==> src/rtl/arith_issue_queue.sv <==
// Arithmetic issue queue: a compacting age-ordered array of pending operations.
// Entry 0 is the oldest; live entries always occupy indices [0, count).
// Sources wake up from a single writeback broadcast; the oldest entry whose
// sources are all ready is issued, and every younger entry shifts down one slot.
module arith_issue_queue #(
   parameter int INST_ID_BITS = 6,
   parameter int PRN_BITS     = 6,
   parameter int MAX_OPERANDS = 3,
   parameter int DEPTH        = 4
) (
   input  logic                                    clk,
   input  logic                                    rst,
   input  logic                                    flush,
   input  logic                                    in_valid,
   output logic                                    in_ready,
   input  logic [INST_ID_BITS-1:0]                 in_inst_id,
   input  logic [31:0]                             in_inst,
   input  logic [63:0]                             in_pc,
   input  logic [MAX_OPERANDS-1:0]                 in_src_used,
   input  logic [MAX_OPERANDS-1:0][PRN_BITS-1:0]   in_src_prn,
   input  logic [MAX_OPERANDS-1:0]                 in_src_rdy,
   input  logic [MAX_OPERANDS-1:0][63:0]           in_src_data,
   input  logic [MAX_OPERANDS-1:0][PRN_BITS-1:0]   in_out_prn,
   input  logic                                    wb_valid,
   input  logic [PRN_BITS-1:0]                     wb_prn,
   input  logic [63:0]                             wb_data,
   input  logic                                    fu_ready,
   output logic                                    inst_valid,
   output logic [INST_ID_BITS-1:0]                 inst_id,
   output logic [31:0]                             inst,
   output logic [63:0]                             pc,
   output logic [MAX_OPERANDS-1:0][63:0]           op,
   output logic [MAX_OPERANDS-1:0][PRN_BITS-1:0]   out_prn,
   output logic [$clog2(DEPTH+1)-1:0]              count
);

   localparam int CW = $clog2(DEPTH+1);
   localparam int IW = $clog2(DEPTH);

   typedef struct packed {
      logic [INST_ID_BITS-1:0]               id;
      logic [31:0]                           inst;
      logic [63:0]                           pc;
      logic [MAX_OPERANDS-1:0]               rdy;
      logic [MAX_OPERANDS-1:0][PRN_BITS-1:0] prn;
      logic [MAX_OPERANDS-1:0][63:0]         data;
      logic [MAX_OPERANDS-1:0][PRN_BITS-1:0] oprn;
   } entry_t;

   entry_t        r_q [DEPTH];
   logic [CW-1:0] r_count;

   // w_up carries one extra all-zero slot so the top entry can shift in "nothing"
   entry_t        w_up [DEPTH+1];
   entry_t        w_nx [DEPTH];
   entry_t        w_new;
   logic [DEPTH-1:0] w_elig;
   logic [IW-1:0] w_sel;
   logic          w_any;
   logic          w_issue;
   logic          w_enq;
   logic [CW-1:0] w_wr_idx;
   logic [CW-1:0] w_cnt_nxt;

   assign in_ready = (r_count < CW'(DEPTH)) && !flush;
   assign w_enq    = in_valid && in_ready;
   assign w_issue  = fu_ready && w_any && !flush;
   assign count    = r_count;

   // eligibility and oldest-first selection, purely from registered state
   always_comb begin
      w_elig = '0;
      w_sel  = '0;
      w_any  = 1'b0;
      for (int i = 0; i < DEPTH; i++) begin
         w_elig[i] = (CW'(i) < r_count) && (&r_q[i].rdy);
      end
      for (int i = DEPTH-1; i >= 0; i--) begin
         if (w_elig[i]) begin
            w_sel = IW'(i);
            w_any = 1'b1;
         end
      end
   end

   // issue outputs are forced to zero whenever nothing issues
   always_comb begin
      inst_valid = w_issue;
      inst_id    = '0;
      inst       = '0;
      pc         = '0;
      op         = '0;
      out_prn    = '0;
      if (w_issue) begin
         inst_id = r_q[w_sel].id;
         inst    = r_q[w_sel].inst;
         pc      = r_q[w_sel].pc;
         op      = r_q[w_sel].data;
         out_prn = r_q[w_sel].oprn;
      end
   end

   // new entry, with same-cycle writeback bypass for sources still outstanding
   always_comb begin
      w_new      = '0;
      w_new.id   = in_inst_id;
      w_new.inst = in_inst;
      w_new.pc   = in_pc;
      w_new.prn  = in_src_prn;
      w_new.oprn = in_out_prn;
      for (int s = 0; s < MAX_OPERANDS; s++) begin
         if (!in_src_used[s]) begin
            w_new.rdy[s]  = 1'b1;
            w_new.data[s] = '0;
         end else if (in_src_rdy[s]) begin
            w_new.rdy[s]  = 1'b1;
            w_new.data[s] = in_src_data[s];
         end else if (wb_valid && (wb_prn == in_src_prn[s])) begin
            w_new.rdy[s]  = 1'b1;
            w_new.data[s] = wb_data;
         end else begin
            w_new.rdy[s]  = 1'b0;
            w_new.data[s] = '0;
         end
      end
   end

   // wakeup first, then compaction, then the enqueue write on top
   always_comb begin
      for (int i = 0; i < DEPTH; i++) begin
         w_up[i] = r_q[i];
         for (int s = 0; s < MAX_OPERANDS; s++) begin
            if (wb_valid && !r_q[i].rdy[s] && (r_q[i].prn[s] == wb_prn)) begin
               w_up[i].rdy[s]  = 1'b1;
               w_up[i].data[s] = wb_data;
            end
         end
      end
      w_up[DEPTH] = '0;

      for (int i = 0; i < DEPTH; i++) begin
         if (w_issue && (IW'(i) >= w_sel)) begin
            w_nx[i] = w_up[i+1];
         end else begin
            w_nx[i] = w_up[i];
         end
      end

      // an issue this edge frees a slot below the tail, so the write lands one lower
      w_wr_idx = r_count - CW'(w_issue);
      for (int i = 0; i < DEPTH; i++) begin
         if (w_enq && (CW'(i) == w_wr_idx)) begin
            w_nx[i] = w_new;
         end
      end

      if (flush) begin
         w_cnt_nxt = '0;
      end else begin
         w_cnt_nxt = r_count + CW'(w_enq) - CW'(w_issue);
      end
   end

   // entry storage and occupancy
   always_ff @(posedge clk or posedge rst) begin
      if (rst) begin
         r_count <= '0;
         for (int i = 0; i < DEPTH; i++) begin
            r_q[i] <= '0;
         end
      end else begin
         r_count <= w_cnt_nxt;
         for (int i = 0; i < DEPTH; i++) begin
            r_q[i] <= w_nx[i];
         end
      end
   end

endmodule

==> config.mk <==
export PLATFORM = sky130hd
export DESIGN_NAME = arith_issue_queue
export DESIGN_NICKNAME = d
export VERILOG_FILES = /design/src/rtl/arith_issue_queue.sv
export SDC_FILE = /design/constraint.sdc
export NUM_CORES = 2
export LEC_CHECK = 0
export CAP_MARGIN = 20
export CORE_MARGIN = 2
export CORE_UTILIZATION = 40
export CTS_CLUSTER_DIAMETER = 60
export DETAILED_ROUTE_END_ITERATION = 10
export PLACE_DENSITY = 0.68
export SLEW_MARGIN = 10
export SYNTH_ARGS = -nofsm -noshare
export SYNTH_HDL_FRONTEND = slang
export SYNTH_SLANG_ARGS = --single-unit
==> constraint.sdc <==
create_clock -name clk -period 111.5 [get_ports clk]
set_input_delay 16.725 -clock clk [delete_from_list [all_inputs] [get_ports clk]]
set_output_delay 16.725 -clock clk [all_outputs]
set_load 0.005 [all_outputs]
==> metrics <==
post-synthesis area per instance 9.87 sq um; min cycle time layout 36680 ps; Pwr Density 26.0 nW/um^2; maxcap violations 0; layout cells sized above 1 10.6%; Cells after Synth 7778; crit share post-route 32.9%; outcome complete, no violations; die footprint 195000 sq um; clock root buffer master clkbuf_16; drt drc 0; Starting Density 40.3%; crit end category output port; Final Hold Slack 527 ps; Worst Hold Path EP r_q[238]; I/O pins 729; Hold Path Depth 2; RSZ-0062 raised after global routing no; reg2reg setup slack 104870 ps; commonest non-fill, non-tap cell in the layout dfrtp_1; final worst slack 74820 ps; r2r endpoint r_q[365]; 1st-iter DRT viols 10300; Worst Hold Class reg -> reg; register area share after synthesis 43.5%; CTS buffer count 162; latest clock arrival within the worst-skew pair 840 ps; Cell variety after synth 63; vias in the first global route 70700; CTS resizes 0; die height 442 um; Final nets 8406; leakage 38.0 nW; post-synthesis register bit count 1335; DRT Pass-1 Iters 8; Vias/cell 6.68; YS warnings 0; Clock Skew 42.7 ps; DIE WIDTH 442 um; Mapped Nets 8197; CTS Hold Bufs 0; Relative slew margins 21.4%; hold path start r_q[238]; clk buf depth 3; worst slew pin tran 1180 ps; row cnt 160; highest fanout seen on the critical path 160; mapped cell area 76800 sq um; CTS tree built; FF-to-FF path depth 16; global route overflow 0; setup repair bufs after CTS 0; highest clock rate 27.3 MHz; Post-synth EDFFs 0; I/O Buffers 728; Setup-failing EPs final 0; routed len/inst 30.4 um; final wirelength 325000 um; first-pass GRT wire length 478000 um; clock sink count 1335; pre-CTS setup slack 74390 ps; predominant post-synthesis flop cell dfrtp_1; Total GRT Usage 32.2%; pin count of the biggest net entering global routing 170; Clock transition at path regs 60 ps; Antenna Nets Post-Route 0; placed wire-length estimate 188000 um; required time of the worst setup path 94780 ps; Cells after DPL 10300; peak supply drop 0.0140 mV; RePlAce Congestion 0.934; setup total negative slack 0 ps; Crit Path Category in -> out; total core area 190000 sq um; max-slew violation count 0; commonest cells after routing, fill and taps aside 1335 x dfrtp_1, 1074 x nand2_1, 725 x clkdlybuf4s50_1; CTS H-tree lvls 4; initial antenna violation count 114; startpoint types primary input; Fin. Hold Viols 0; via count 71500; arrival time of the worst setup path 19950 ps; ys async rst share 100%; Syn-to-layout area delta 18.5%; non-filler cells, final 10700; Worst R2R Start count[2]
## worst max-delay path by stage
| stage | cells past startpoint | from | end | slack, ps |
|---|---|---|---|---|
| 2_1_floorplan | 1 | rst | count[0] | 57140 |
| 3_3_place_gp | 7 | flush | op[127] | 74630 |
| 3_5_place_dp | 7 | flush | op[70] | 74390 |
| 4_1_cts | 7 | flush | op[70] | 74380 |
| 5_1_grt | 8 | flush | op[94] | 74650 |
| 6_report | 8 | flush | op[70] | 74820 |
## metal layers
metal,track usage (%),part of all wire (%),routed length (um),vias to the layer above
met4,26.5,8.6,27900,38
met1,39.8,36,118000,36000
li1,-,-,-,29400
met3,8.32,10,33600,1064
met2,47.6,45,145000,5007
met5,0,0.077,249,-
## kinds of logic after synthesis
family / count (synthesis) / share of synthesized area [%]
mux: 954 / 17.6
flops: 1335 / 43.5
xor+xnor: 91 / 1.04
fa+ha+maj: 7 / 0.124
buf+inv: 871 / 4.83
simple gates: 2588 / 15.2
compound gates: 1932 / 17.7
## per-stage QoR
stage / total power [mW] / util (%) / area (sq um)
floorplan: 1.47 / - / 76800
global placement: 1.74 / 44.8 / 85300
detailed placement: 1.78 / 44.8 / 85300
CTS: 2.33 / 47.6 / 90600
global route: 2.47 / 47.8 / 91000
finish: 2.36 / 47.8 / 91000
## Yosys cell counts, drive strengths merged, types with 34 or more instances
| master | number | share of area [%] |
|---|---|---|
| mux2i | 642 | 8.4 |
| dfrtp | 1335 | 44 |
| xor2 | 48 | 0.55 |
| a22oi | 64 | 0.63 |
| xnor2 | 43 | 0.49 |
| mux4 | 312 | 9.2 |
| nor2 | 681 | 3.3 |
| o21ai | 293 | 1.9 |
| o31ai | 87 | 0.85 |
| o22ai | 491 | 4.0 |
| nand2 | 1081 | 5.3 |
| o311ai | 192 | 2.2 |
| buf | 256 | 1.8 |
| or3 | 236 | 1.9 |
| a221oi | 109 | 1.4 |
| a31oi | 291 | 2.4 |
| o211ai | 87 | 0.85 |
| o22a | 34 | 0.39 |
| and2 | 321 | 2.6 |
| nand3 | 148 | 0.96 |
| a211oi | 147 | 1.5 |
| o32a | 87 | 1.1 |
| or2 | 47 | 0.38 |
| clkbuf | 608 | 3.0 |
## state kept, by name, indices dropped and copies added (netlist names)
signal	cells
count	3
r_q	1332
## final cells by class
type	count	area [sq um]
diodes	86	215
clock buffers	220	4550
clock inverters	64	758
fillers	17100	99400
inverters	7	41.3
multi-input cells	5572	40000
flip-flops and latches	1335	33400
well taps	2511	3140
repair buffers	909	8890
## worst max-delay path: stages
cell             delay [ps]
clkdlybuf4s50_1         620
nor2b_1                 480
o21ai_4                 170
inv_8                   430
buf_6                   280
buf_16                  240
and2_1                  230
clkdlybuf4s50_1         510
## power breakdown
group | switching, mW | internal, mW | leakage (nW) | total (mW)
clock network | 0.228 | 0.315 | 2.61 | 0.542
registers | 0.176 | 0.722 | 16.9 | 0.898
logic | 0.496 | 0.426 | 18.5 | 0.923
total | 0.900 | 1.46 | 38.0 | 2.36
No activity file was read; power rests on OpenSTA's default activity.
